## config.mk

```make
export PLATFORM = sky130hd
export DESIGN_NAME = load_store_unit
export DESIGN_NICKNAME = d
export VERILOG_FILES = /design/src/rtl/load_store_unit.sv
export SDC_FILE = /design/constraint.sdc
export NUM_CORES = 1
export LEC_CHECK = 0
export BUFFER_PORTS_ARGS = -buffer_cell sky130_fd_sc_hd__buf_4
export CORE_ASPECT_RATIO = 0.8
export CORE_UTILIZATION = 54
export CTS_CLUSTER_SIZE = 12
export DETAILED_ROUTE_END_ITERATION = 12
export MAX_ROUTING_LAYER = met4
export PLACE_DENSITY = 0.85
export SYNTH_ARGS = -nofsm -noshare
export SYNTH_HDL_FRONTEND = slang
export SYNTH_SLANG_ARGS = --single-unit
```

## constraint.sdc

```tcl
create_clock -name clk -period 3.95 [get_ports clk]
set_input_delay 0.9875 -clock clk [delete_from_list [all_inputs] [get_ports clk]]
set_output_delay 0.9875 -clock clk [all_outputs]
set_load 0.005 [all_outputs]
```

## src/rtl/load_store_unit.sv

```systemverilog
// MEM-stage load/store sequencer for a word-wide memory without byte enables.
// Optional misaligned-access trap is enabled by defining LSU_MISALIGN_TRAP_EN.
module load_store_unit #(
    parameter int RD_LAT    = 1,
    parameter int MEM_WORDS = 1024
) (
    input  logic        clk,
    input  logic        rst,
    input  logic        req_valid,
    input  logic        req_write,
    input  logic [1:0]  req_size,
    input  logic        req_unsigned,
    input  logic [31:0] req_addr,
    input  logic [31:0] req_wdata,
    output logic        stall,
    output logic        resp_valid,
    output logic [31:0] resp_rdata,
    output logic        misalign,
    output logic        mem_readEn,
    output logic        mem_writeEn,
    output logic [31:0] mem_address,
    output logic [31:0] mem_WriteData,
    input  logic [31:0] mem_ReadData,
    output logic [1:0]  dbg_state
);

    // Handshake: a request is taken when req_valid=1 in IDLE; the pipeline holds it
    // while stall=1 and advances in the cycle resp_valid=1 (stall is low in DONE).
    typedef enum logic [1:0] {IDLE, RD_WAIT, WR, DONE} state_t;

    state_t      state;
    logic [3:0]  lat_cnt;
    logic [1:0]  lat_lo;
    logic [1:0]  lat_size;
    logic        lat_uns;
    logic        lat_write;
    logic [31:0] lat_wdata;
    logic        trap_now;

`ifdef LSU_MISALIGN_TRAP_EN
    assign trap_now = (req_size == 2'b01 && req_addr[0]) ||
                      (req_size[1] && req_addr[1:0] != 2'b00);
`else
    assign trap_now = 1'b0;
`endif

    assign stall     = (state == IDLE && req_valid) || (state != IDLE && state != DONE);
    assign dbg_state = state;

    function automatic logic [31:0] extract(input logic [31:0] word, input logic [1:0] size,
                                            input logic [1:0] lo, input logic uns);
        logic [7:0]  b;
        logic [15:0] h;
        case (lo)
            2'd0:    b = word[7:0];
            2'd1:    b = word[15:8];
            2'd2:    b = word[23:16];
            default: b = word[31:24];
        endcase
        h = lo[1] ? word[31:16] : word[15:0];
        if (size == 2'b00)      return {{24{~uns & b[7]}}, b};
        else if (size == 2'b01) return {{16{~uns & h[15]}}, h};
        else                    return word;
    endfunction

    // Sub-word store: replace only the addressed lane of the word just read.
    function automatic logic [31:0] merge(input logic [31:0] word, input logic [1:0] size,
                                          input logic [1:0] lo, input logic [31:0] d);
        logic [31:0] m;
        m = word;
        if (size == 2'b00) begin
            case (lo)
                2'd0:    m[7:0]   = d[7:0];
                2'd1:    m[15:8]  = d[7:0];
                2'd2:    m[23:16] = d[7:0];
                default: m[31:24] = d[7:0];
            endcase
        end else if (lo[1]) begin
            m[31:16] = d[15:0];
        end else begin
            m[15:0] = d[15:0];
        end
        return m;
    endfunction

    always_ff @(posedge clk or negedge rst) begin
        if (!rst) begin
            state         <= IDLE;
            lat_cnt       <= '0;
            lat_lo        <= '0;
            lat_size      <= '0;
            lat_uns       <= 1'b0;
            lat_write     <= 1'b0;
            lat_wdata     <= '0;
            resp_valid    <= 1'b0;
            resp_rdata    <= '0;
            misalign      <= 1'b0;
            mem_readEn    <= 1'b0;
            mem_writeEn   <= 1'b0;
            mem_address   <= '0;
            mem_WriteData <= '0;
        end else begin
            resp_valid <= 1'b0;
            misalign   <= 1'b0;
            case (state)
                IDLE: begin
                    if (req_valid) begin
                        lat_lo      <= req_addr[1:0];
                        lat_size    <= req_size;
                        lat_uns     <= req_unsigned;
                        lat_write   <= req_write;
                        lat_wdata   <= req_wdata;
                        mem_address <= {2'b00, req_addr[31:2]} % 32'(MEM_WORDS);
                        if (trap_now) begin
                            state      <= DONE;
                            resp_valid <= 1'b1;
                            misalign   <= 1'b1;
                            resp_rdata <= '0;
                        end else if (req_write && req_size[1]) begin
                            state         <= WR;
                            mem_writeEn   <= 1'b1;
                            mem_WriteData <= req_wdata;
                        end else begin
                            state      <= RD_WAIT;
                            mem_readEn <= 1'b1;
                            lat_cnt    <= 4'(RD_LAT - 1);
                        end
                    end
                end
                RD_WAIT: begin
                    if (lat_cnt == 4'd0) begin
                        mem_readEn <= 1'b0;
                        if (lat_write) begin
                            state         <= WR;
                            mem_writeEn   <= 1'b1;
                            mem_WriteData <= merge(mem_ReadData, lat_size, lat_lo, lat_wdata);
                        end else begin
                            state      <= DONE;
                            resp_valid <= 1'b1;
                            resp_rdata <= extract(mem_ReadData, lat_size, lat_lo, lat_uns);
                        end
                    end else begin
                        lat_cnt <= lat_cnt - 4'd1;
                    end
                end
                WR: begin
                    mem_writeEn <= 1'b0;
                    state       <= DONE;
                    resp_valid  <= 1'b1;
                    resp_rdata  <= '0;
                end
                DONE: begin
                    state      <= IDLE;
                    resp_rdata <= '0;
                end
                default: state <= IDLE;
            endcase
        end
    end

endmodule

```

# Yosys cells after proc, flatten, opt, wreduce, memory -nomap -nowiden
# Cells that the tools add are included.
# totals
reg_bits	105
input_bits	103
out_inout_bits	103
elab_cells	95
# op_classes
n_addsub	1
eq_ne	14
n_mux	43
n_bitwise	4
reduce_logical	20
# ops
cell	n
$mux W32	9
$pmux W32 S2	2
$mux W8	7
$mux W16	3
$pmux W8 S3	1
$ne A2 B2 Y1 const B	7
$mux W4	3
$mux W1	10
$reduce_and A5 Y1	2
$pmux W2 S4	1
$pmux W4 S2	1
$reduce_and A4 Y1	2
$eq A2 B1 Y1 const B	3
$eq A2 B2 Y1 const B	3
$logic_not A2 Y1	3
$mux W2	3
$logic_not A4 Y1	1
$pmux W1 S2	2
$reduce_and A2 Y1	2
$reduce_bool A2 Y1	2
$sub A4 B1 Y4 const B	1
$logic_and A1 B1 Y1	3
$pmux W1 S3	1
$reduce_and A3 Y1	1
7 further kinds	9

# Longest topological paths before layout
# depth
word_depth	10
depth_mapped	9
mapped_depth_nobuf	6

# Worst setup path after synthesis
# No wires, ideal clock.
# synth_path
path_type	in2out
from	input port req_valid
to	output port stall
arrival_ns	1.659
t_required_ns	2.963
path_slack_ns	1.303
path_stages	3
path_buffers	1
cell_sequence	nand2_1 > clkbuf_1 > o21ai_0
# synth_between
elab_chain_len	2
# synth_lines
element	line	text
start: declaration	9	input logic req_valid,
$logic_and A1 B1 Y1	47	assign stall = (state == IDLE && req_valid) || (state != IDLE && state != DONE);
$logic_or A1 B1 Y1	47	
end: declaration	15	output logic stall,
# No other way between the ends.

# Worst setup path after layout
# layout_path
from	register state[0] (netlist: dbg_state[0])
to	output port stall
# layout_between
elab_chain_len	3
elab_cells_between_ends	6
classes_between	1 x eq/ne; 5 x reduce/logical
# layout_lines
element	line	text
start: declaration	31	state_t state;
start signal: assignment	88	state <= IDLE;
start signal: assignment	115	state <= DONE;
start signal: assignment	120	state <= WR;
$ne A2 B2 Y1, or another cell as far along	47	
$logic_and A1 B1 Y1	47	
$logic_or A1 B1 Y1 *	47	
# Mark *: on every way between the ends. The rest lies on a longest branch, timed or not.

==> impl_metrics.json <==
{
  "grt_setup_unrepaired": "false",
  "fp.dieArea_sq_mm": 0.0107,
  "whs_path_depth": 2,
  "diodes": 0,
  "cts_tree": "built",
  "firstDrtPassIters": 5,
  "postCtsHoldBufs": 0,
  "power.density_mw_per_mm2": 825,
  "nets": 800,
  "layout_commonest_cell": "buf_4",
  "h-tree-depth": 3,
  "setup_viol": 0,
  "cts-buffers-inserted": 9,
  "arrival_ps": 2080,
  "ioPinCount": 206,
  "drc": 0,
  "skew_ps": 7.88,
  "setup_tns_ps": 0,
  "leakage_uw": 0.00339,
  "clock_latency_ps": 350,
  "tightest_slew_ps": 1070,
  "reg2reg_depth": 6,
  "synth_top_cells_by_area": "dfrtp_1 47%, mux2_2 7.1%, a221o_1 4.0%",
  "relSlewSlack_pct": 28.5,
  "synthCells": 551,
  "clockBufferDepth": 2,
  "multi_input_area_sq_mm": 0.00260,
  "grt.total_usage_pct": 33.1,
  "synth_area_leader_cell": "dfrtp_1",
  "status": "finished clean",
  "fin_ws_ps": 887,
  "drive_above_1_share_pct": 33.3,
  "initial_utilization_pct": 56.5,
  "clock.fmax_ghz": 0.326,
  "post_cts_buffers": 0,
  "yosysSeqAreaShare_pct": 47.2,
  "area_delta_synth_final_pct": 27.0,
  "worstPathRequired_ps": 2960,
  "ys.warnings.count": 0,
  "ys_ff_latch": 105,
  "crit_type": "reg2out",
  "drt_iter0_markers": 618,
  "hold_path_class": "reg2reg",
  "synth_flop_cell": "dfrtp_1",
  "pre_cts_ws_ps": 1110,
  "num_vias": 5104,
  "drv_slew": 0,
  "ys_types": 47,
  "grt_pass1_wl_um": 25900,
  "yosysTopAreaCellShare_pct": 47.2,
  "finalHoldViolations": 0,
  "cp_max_fo": 13,
  "peakVddDrop_mv": 0.479,
  "core-area_sq_mm": 0.00985,
  "most-common-layout-cells": "169 x buf_4, 105 x dfrtp_1, 56 x nand2_1",
  "max_cap_violations": 0,
  "end_kind": "output port",
  "ant_nets": 0,
  "worstSetupStartpointType": "flip-flop",
  "syn_avg_cell_area_sq_um": 10.1,
  "clk_pin_slew_ps": 70,
  "dieHeight_um": 92.8,
  "min_period_ps": 3060,
  "antenna_found_initial": 0,
  "core.rowCount": 32,
  "place_congestion": 0.954,
  "synth_area_sq_mm": 0.00557,
  "period_share_pct": 77.6,
  "die_x_um": 116,
  "synth_edf_count": 0,
  "wl_um": 16800,
  "port_buffers": 162,
  "hpwlAfterDp_um": 12000,
  "async_reset_ff_share_pct": 100,
  "first_global_vias": 4839,
  "grt_max_degree": 86,
  "wl_per_cell_um": 20.2,
  "grt_remaining_overflow": 0,
  "fill_cells": 735,
  "cts_root_buf": "clkbuf_16",
  "cts_num_sinks": 105,
  "cts_repair_resize_count": 0,
  "via_per_inst": 6.13,
  "register_area_sq_mm": 0.00263
}
==> power breakdown <==
part	switching, uW	internal [uW]	total, uW	leakage [uW]
registers	424	1570	2000	0.00131
clock network	397	546	943	0.000152
logic	1500	1400	2900	0.00192
==> final cells by class <==
class	instances	area share (%)
multi-input cells	382	36.7
clock buffers	13	3.82
repair buffers	169	17.9
clock inverters	3	0.655
inverters	24	1.27
flip-flops and latches	105	37.2
well taps	136	2.41
==> through the flow <==
step                cells  instance area [sq um]  hold WS (ps)  utilization [%]  power, uW
finish                832                   7070           488             71.8       5830
CTS                   832                   7070           489             71.8       5800
floorplan             573                   5650           473                -       3740
global route          832                   7070           506             71.8       6200
global placement      816                   6760           464             68.6       4690
detailed placement    816                   6760           474             68.6       4830
==> registers in the layout, summed over array words and instances, names as in the netlist <==
register,count
dbg_state,2
lat_cnt,4
lat_lo,2
lat_size,2
lat_uns,1
lat_wdata,16
lat_write,1
mem_WriteData,32
mem_address,10
mem_readEn,1
mem_writeEn,1
resp_rdata,32
resp_valid,1
==> routing by layer <==
layer | GRT usage [%] | part of all wire, % | vias to the layer above
met1 | 45.4 | 41 | 2459
met2 | 49.7 | 46 | 334
met3 | 5.30 | 9.0 | 58
met5 | - | 0 | -
met4 | 11.9 | 3.4 | 0
li1 | - | - | 2253
==> logic make-up (layout without fill, tap and decap cells) <==
group           after synthesis  in the layout  share of synthesized area (%)
other cells                   1             23                         0.0673
simple gates                121            121                           9.59
mux                          57             57                           11.0
fa+ha+maj                     6              6                           1.35
flops                       105            105                           47.2
compound gates              175            175                           23.1
buf+inv                      86            209                           7.73
==> path summary, 6_finish.rpt <==
path                       slack, ps      startpoint           endpoint
max                              890    dbg_state[0]              stall
min                              490  resp_rdata[31]     resp_rdata[31]
max reg2reg                     1090      lat_cnt[0]  mem_WriteData[12]
min reg2reg                      490  resp_rdata[31]     resp_rdata[31]
max in group asynchronous       2330             rst      lat_wdata[15]
min in group asynchronous        830             rst       dbg_state[0]
==> Yosys cell counts, types with 4 or more instances <==
| library cell | n |
|---|---|
| o21ba_2 | 7 |
| buf_4 | 23 |
| o21ai_1 | 10 |
| nor2b_1 | 7 |
| buf_2 | 5 |
| mux2_2 | 35 |
| o211ai_1 | 16 |
| nand2_1 | 56 |
| nand3_1 | 4 |
| a311oi_1 | 14 |
| dfrtp_1 | 105 |
| nor3_1 | 6 |
| nor2_1 | 34 |
| buf_1 | 4 |
| a2bb2oi_1 | 6 |
| o21ai_0 | 40 |
| a21oi_1 | 15 |
| inv_1 | 23 |
| a22o_1 | 13 |
| ha_1 | 6 |
| mux2i_1 | 22 |
| o31ai_1 | 9 |
| clkbuf_1 | 28 |
| o32ai_1 | 7 |
| a221o_1 | 22 |
==> worst max-delay path, stage by stage (launching register included) <==
cell	delay (ps)
dfrtp_1	420
inv_1	120
ha_1	410
nand2_1	430
o21ai_0	200
buf_4	140
Note: power is estimated with default switching activity, not from simulation.
